===== config.mk =====
export PLATFORM = sky130hd
export DESIGN_NAME = sram_rw_arbiter
export DESIGN_NICKNAME = d
export VERILOG_FILES = /design/src/rtl/sram_rw_arbiter.sv
export SDC_FILE = /design/constraint.sdc
export NUM_CORES = 1
export LEC_CHECK = 0
export BUFFER_PORTS_ARGS = -buffer_cell sky130_fd_sc_hd__buf_2
export CORE_AREA = 2 2 287 289
export CTS_CLUSTER_SIZE = 28
export DETAILED_ROUTE_END_ITERATION = 8
export DIE_AREA = 0 0 289 291
export PLACE_DENSITY = 0.3
export REMOVE_ABC_BUFFERS = 1
export SYNTH_ARGS = -nofsm -noshare
export SYNTH_HDL_FRONTEND = slang
export SYNTH_SLANG_ARGS = --single-unit

===== constraint.sdc =====
create_clock -name clock -period 1.8 [get_ports clock]
set_input_delay 0.27 -clock clock [delete_from_list [all_inputs] [get_ports clock]]
set_output_delay 0.27 -clock clock [all_outputs]
set_load 0.05 [all_outputs]

===== src/rtl/sram_rw_arbiter.sv =====
// sram_rw_arbiter
//
// Shares one single-port SRAM between two requesters. After reset the block zero-fills
// every SRAM word, one word per cycle, and only then starts granting requests. Requests
// are arbitrated round-robin, and at most one is granted per cycle. The winner drives the
// SRAM combinationally in its grant cycle. A read returns its data on the winner's
// response port one cycle later. At most one read response is outstanding. While that
// response waits for its ready, all new grants are held off.
//
// Parameters
//   ADDR_W  SRAM address width (DEPTH = 2**ADDR_W words)
//   DATA_W  SRAM data width
//   MASK_W  write-mask width; each mask bit covers DATA_W/MASK_W data bits
//
// Ports
//   clock, reset                 clock and synchronous active-high reset
//   reqN_valid / reqN_ready      request handshake for requester N (N = 0, 1)
//   reqN_write                   1 = write, 0 = read
//   reqN_addr / _mask / _wdata   request address, write mask and write data
//   respN_valid / respN_ready    read-response handshake for requester N
//   resp_rdata                   read data, shared by both response ports
//   init_done                    high once the zero-fill has completed
//   sram_en / sram_wmode         SRAM access enable and write mode
//   sram_addr / _wmask / _wdata  SRAM address, write mask and write data
//   sram_rdata                   SRAM read data; valid the cycle after a read, then held

module sram_rw_arbiter #(
  parameter int unsigned ADDR_W = 8,
  parameter int unsigned DATA_W = 128,
  parameter int unsigned MASK_W = 16
) (
  input  logic              clock,
  input  logic              reset,

  input  logic              req0_valid,
  output logic              req0_ready,
  input  logic              req0_write,
  input  logic [ADDR_W-1:0] req0_addr,
  input  logic [MASK_W-1:0] req0_mask,
  input  logic [DATA_W-1:0] req0_wdata,

  input  logic              req1_valid,
  output logic              req1_ready,
  input  logic              req1_write,
  input  logic [ADDR_W-1:0] req1_addr,
  input  logic [MASK_W-1:0] req1_mask,
  input  logic [DATA_W-1:0] req1_wdata,

  output logic              resp0_valid,
  input  logic              resp0_ready,
  output logic              resp1_valid,
  input  logic              resp1_ready,
  output logic [DATA_W-1:0] resp_rdata,

  output logic              init_done,

  output logic              sram_en,
  output logic              sram_wmode,
  output logic [ADDR_W-1:0] sram_addr,
  output logic [MASK_W-1:0] sram_wmask,
  output logic [DATA_W-1:0] sram_wdata,
  input  logic [DATA_W-1:0] sram_rdata
);

  localparam int unsigned       DEPTH    = 2 ** ADDR_W;
  localparam logic [ADDR_W-1:0] LastAddr = ADDR_W'(DEPTH - 1);

  typedef enum logic [0:0] {StInit, StRun} state_e;

  state_e            state_q;
  logic [ADDR_W-1:0] fill_cnt_q;
  logic              init_done_q;
  logic              prio_q;        // requester that wins the next tie
  logic              resp_pend_q;   // a read response is outstanding
  logic              resp_owner_q;  // requester that owns the outstanding response

  logic run;
  logic resp_accept;
  logic stall;
  logic can_grant;
  logic gnt0;
  logic gnt1;
  logic gnt;
  logic gnt_sel;
  logic gnt_write;

  // Grant path. Reset masks everything combinationally, so nothing is granted or
  // written in a reset cycle, even before the state has been cleared.
  assign run         = (state_q == StRun) && !reset;
  assign resp_accept = resp_pend_q && (resp_owner_q ? resp1_ready : resp0_ready);
  // An accepted response frees the slot in the same cycle, so reads can stream.
  assign stall       = resp_pend_q && !resp_accept;
  assign can_grant   = run && !stall;

  assign gnt0      = can_grant && req0_valid && (!req1_valid || !prio_q);
  assign gnt1      = can_grant && req1_valid && (!req0_valid ||  prio_q);
  assign gnt       = gnt0 || gnt1;
  assign gnt_sel   = gnt1;
  assign gnt_write = gnt_sel ? req1_write : req0_write;

  assign req0_ready = gnt0;
  assign req1_ready = gnt1;

  // The SRAM holds read data until the next read. No read can be granted while a
  // response is pending, so the SRAM output is passed straight through.
  assign resp_rdata  = sram_rdata;
  assign resp0_valid = resp_pend_q && !resp_owner_q && !reset;
  assign resp1_valid = resp_pend_q &&  resp_owner_q && !reset;
  assign init_done   = init_done_q && !reset;

  // SRAM drive: the zero-fill owns the port during INIT; otherwise the winner owns it.
  always_comb begin
    sram_en    = 1'b0;
    sram_wmode = 1'b0;
    sram_addr  = '0;
    sram_wmask = '0;
    sram_wdata = '0;
    if (!reset && (state_q == StInit)) begin
      sram_en    = 1'b1;
      sram_wmode = 1'b1;
      sram_addr  = fill_cnt_q;
      sram_wmask = '1;
      sram_wdata = '0;
    end else if (gnt) begin
      sram_en    = 1'b1;
      sram_wmode = gnt_write;
      sram_addr  = gnt_sel ? req1_addr  : req0_addr;
      sram_wmask = gnt_sel ? req1_mask  : req0_mask;
      sram_wdata = gnt_sel ? req1_wdata : req0_wdata;
    end
  end

  always_ff @(posedge clock) begin
    if (reset) begin
      state_q      <= StInit;
      fill_cnt_q   <= '0;
      init_done_q  <= 1'b0;
      prio_q       <= 1'b0;
      resp_pend_q  <= 1'b0;
      resp_owner_q <= 1'b0;
    end else begin
      case (state_q)
        StInit: begin
          fill_cnt_q <= fill_cnt_q + 1'b1;
          if (fill_cnt_q == LastAddr) begin
            state_q     <= StRun;
            init_done_q <= 1'b1;
          end
        end
        StRun: begin
          if (gnt) begin
            prio_q <= ~gnt_sel;
          end
          // A new read replaces a response that was accepted in the same cycle.
          if (gnt && !gnt_write) begin
            resp_pend_q  <= 1'b1;
            resp_owner_q <= gnt_sel;
          end else if (resp_accept) begin
            resp_pend_q <= 1'b0;
          end
        end
        default: state_q <= StInit;
      endcase
    end
  end

`ifndef SYNTHESIS
  a_one_grant : assert property (@(posedge clock) !(gnt0 && gnt1));
  a_one_resp  : assert property (@(posedge clock) !(resp0_valid && resp1_valid));
  a_no_init_gnt : assert property (@(posedge clock) (state_q == StInit) |-> !gnt);
`endif

endmodule


==> results_dict.tcl <==
set metrics [dict create \
    outcome "complete, but fails checks" \
    violations "setup timing" \
    min_path_type "input pin to flip-flop" \
    maxSlewHeadroom 0.5950 \
    grt_setup_unrepaired "yes" \
    yosysTopAreaCell "nand2_1" \
    cts.path.max_buffers 2 \
    syn_inst 695 \
    n_fill_cell 9504 \
    cts-root-buf "clkbuf_16" \
    cts-hold-fix-buffers 0 \
    multi_input_area_um2 3068 \
    maxCapViolCount 0 \
    crit_fanout 14 \
    detail_route.first_pass.iterations 7 \
    fmax_mhz 422.0 \
    final_cells 2165 \
    end_kind "output port" \
    syn-cell-area_um2 4073 \
    io_buffers 470 \
    core_area_um2 81190 \
    drive_gt1_frac 0.6389 \
    layout_setup_ws_ns -0.5698 \
    vias_per_cell 3.022 \
    worstPathRequired_ns 1.53 \
    slew_violations 0 \
    netlist-cell-type-count 34 \
    cts-buffers-inserted 3 \
    cts_sinks 13 \
    die_y_um 291 \
    start_kind "flip-flop" \
    yosysSeqAreaShare 0.06390 \
    clk_pin_slew_worst_paths_ns 0.05 \
    grtUsageTotal 0.1176 \
    routed_wl_mm 52.75 \
    fin_crit_sh 1.317 \
    setup_viol 155 \
    initial_utilization 0.05016 \
    grt_max_degree 40 \
    insertion_delay_ns 0.24 \
    final_nets 1536 \
    wire_per_inst_um 24.36 \
    syn_to_final_growth_pct 125.5 \
    ff_latch_area_um2 262.8 \
    route.detailed.drc 0 \
    synth-edff-count 0 \
    cts_tree "yes" \
    timing.final.hold_violations 0 \
    antenna_found_initial 2 \
    rows 105 \
    hold_ws_ns 0.3171 \
    drtIter0Drc 297 \
    htreeDepth 1 \
    ant_nets 0 \
    die-area_um2 84100 \
    grt_pass1_vias 6431 \
    crit_type "flip-flop to output port" \
    synth_top_area_frac 0.2470 \
    tightestPinTransition_ns 0.6075 \
    die_w_um 289 \
    cp.arrival_ns 2.10 \
    overflow 0 \
    fin_skew_ns 0.004511 \
    grt_pass1_wl_mm 64.38 \
    stdcell_area_um2 9185 \
    yosysWarnings 0 \
    ys.flop_type "dfxtp_1" \
    ios 727 \
    pwr_density_cell_nw_per_um2 201.6 \
    place.gp.congestion 0.7151 \
    p_leak_nw 4.109 \
    ir_drop_uv 264.6 \
    synthTopCellsByArea "nand2_1 (25%), buf_4 (24%), a21oi_2 (13%)" \
    fin_crit_ns 2.370 \
    finalCoreUtilization 0.1131 \
    synth_area_per_cell_um2 5.860 \
    dpl_cell_area_um2 7714 \
    hpwl_mm 42.97 \
    ys_ff_latch 13 \
    async_flop_share 0 \
    vias 6543 \
    post-place-cells 2153 \
]
## cell usage after synthesis (2+ instances only)
| cell | count |
|---|---|
| nand2_1 | 268 |
| buf_4 | 128 |
| a21oi_1 | 71 |
| a21oi_2 | 59 |
| clkbuf_1 | 37 |
| mux2i_1 | 26 |
| o21ai_0 | 26 |
| nor2_1 | 14 |
| dfxtp_1 | 13 |
| buf_6 | 8 |
| xor2_1 | 6 |
| buf_2 | 5 |
| inv_1 | 4 |
| buf_1 | 3 |
| nand3_1 | 3 |
| nand2b_1 | 2 |
| nor2b_1 | 2 |
| nor3_1 | 2 |
| or2_2 | 2 |
| or3_1 | 2 |
## flip-flops by register name, summed over array words and instances (netlist names)
| register | count |
|---|---|
| fill_cnt_q | 8 |
| init_done_q | 1 |
| prio_q | 1 |
| resp_owner_q | 1 |
| resp_pend_q | 1 |
| state_q | 1 |
## cells by family (layout without fill, tap and decap cells)
| kind of cell | Yosys count | in the layout | share of synthesized area |
|---|---|---|---|
| simple gates | 299 | 299 | 0.2860 |
| other cells | 0 | 1 | 0 |
| flops | 13 | 13 | 0.06390 |
| mux | 27 | 27 | 0.06759 |
| fa+ha+maj | 1 | 1 | 0.003072 |
| xor+xnor | 7 | 7 | 0.01505 |
| compound gates | 163 | 163 | 0.2596 |
| buf+inv | 185 | 584 | 0.3048 |
## path summary, 6_finish.rpt
path	startpoint	endpoint	slack (ns)	cells after the start
worst min register to register	fill_cnt_q[6]	init_done_q	0.54	2
worst min-delay path	req1_write	resp_owner_q	0.32	3
worst max-delay path	resp_owner_q	sram_wdata[83]	-0.57	8
worst max register to register	resp_owner_q	resp_owner_q	0.40	6
## report_power, final
group	switching [mW]	internal [mW]
Sequential	0.00764	0.295
Combinational	0.629	0.497
Clock	0.124	0.299
## cell usage in the layout (no fill, tap or decap), drive strengths merged, types with 2 or more instances in the layout
cell	netlist	layout
nand3	3	3
nand2	268	268
o21ai	27	27
inv	4	4
or2	2	2
nor2b	2	2
or3	2	2
mux2i	26	26
clkbuf	37	5
buf	144	575
a21oi	130	130
nand2b	2	2
nor3	2	2
nor2	14	14
xor2	6	6
dfxtp	13	13
## worst max-delay path: stages (launching register included)
cell     delay, ns
dfxtp_2       0.32
mux2_4        0.21
o21ai_2       0.06
or3_4         0.42
buf_6         0.19
buf_12        0.17
a21oi_2       0.17
buf_4         0.17
buf_12        0.13
## metrics by stage
step	setup TNS [ns]	power [mW]	setup slack, ns
floorplan	-1430.44	0.8099	-10.50
global placement	-40.42	1.362	-0.4629
detailed placement	-42.02	1.351	-0.4396
CTS	-72.12	1.858	-0.5698
global route	-79.01	1.973	-0.6260
finish	-68.86	1.851	-0.5698
## final cells by class
class,count,area share
timing repair buffer,576,0.4811
multi-input combinational,497,0.3340
tap,1070,0.1458
sequential,13,0.02861
clock buffer,4,0.008582
inverter,4,0.001635
antenna,1,0.0002724
## per-layer routing
layer  vias to the layer above  part of all wire  track usage
li1                       2915                 -            -
met1                      2910              0.39       0.1258
met2                       660              0.37       0.1561
met3                        40              0.20       0.1184
met4                        18            0.0095      0.01358
met5                         -             0.021       0.1093
## what timing repair did
action                     CTS  global route
pin swaps                    4             2
gates resized for setup    317            48
setup endpoints to repair  156           156
cloned                       4             0
setup buffers                4             1
Power figures use the tool's default switching activity.
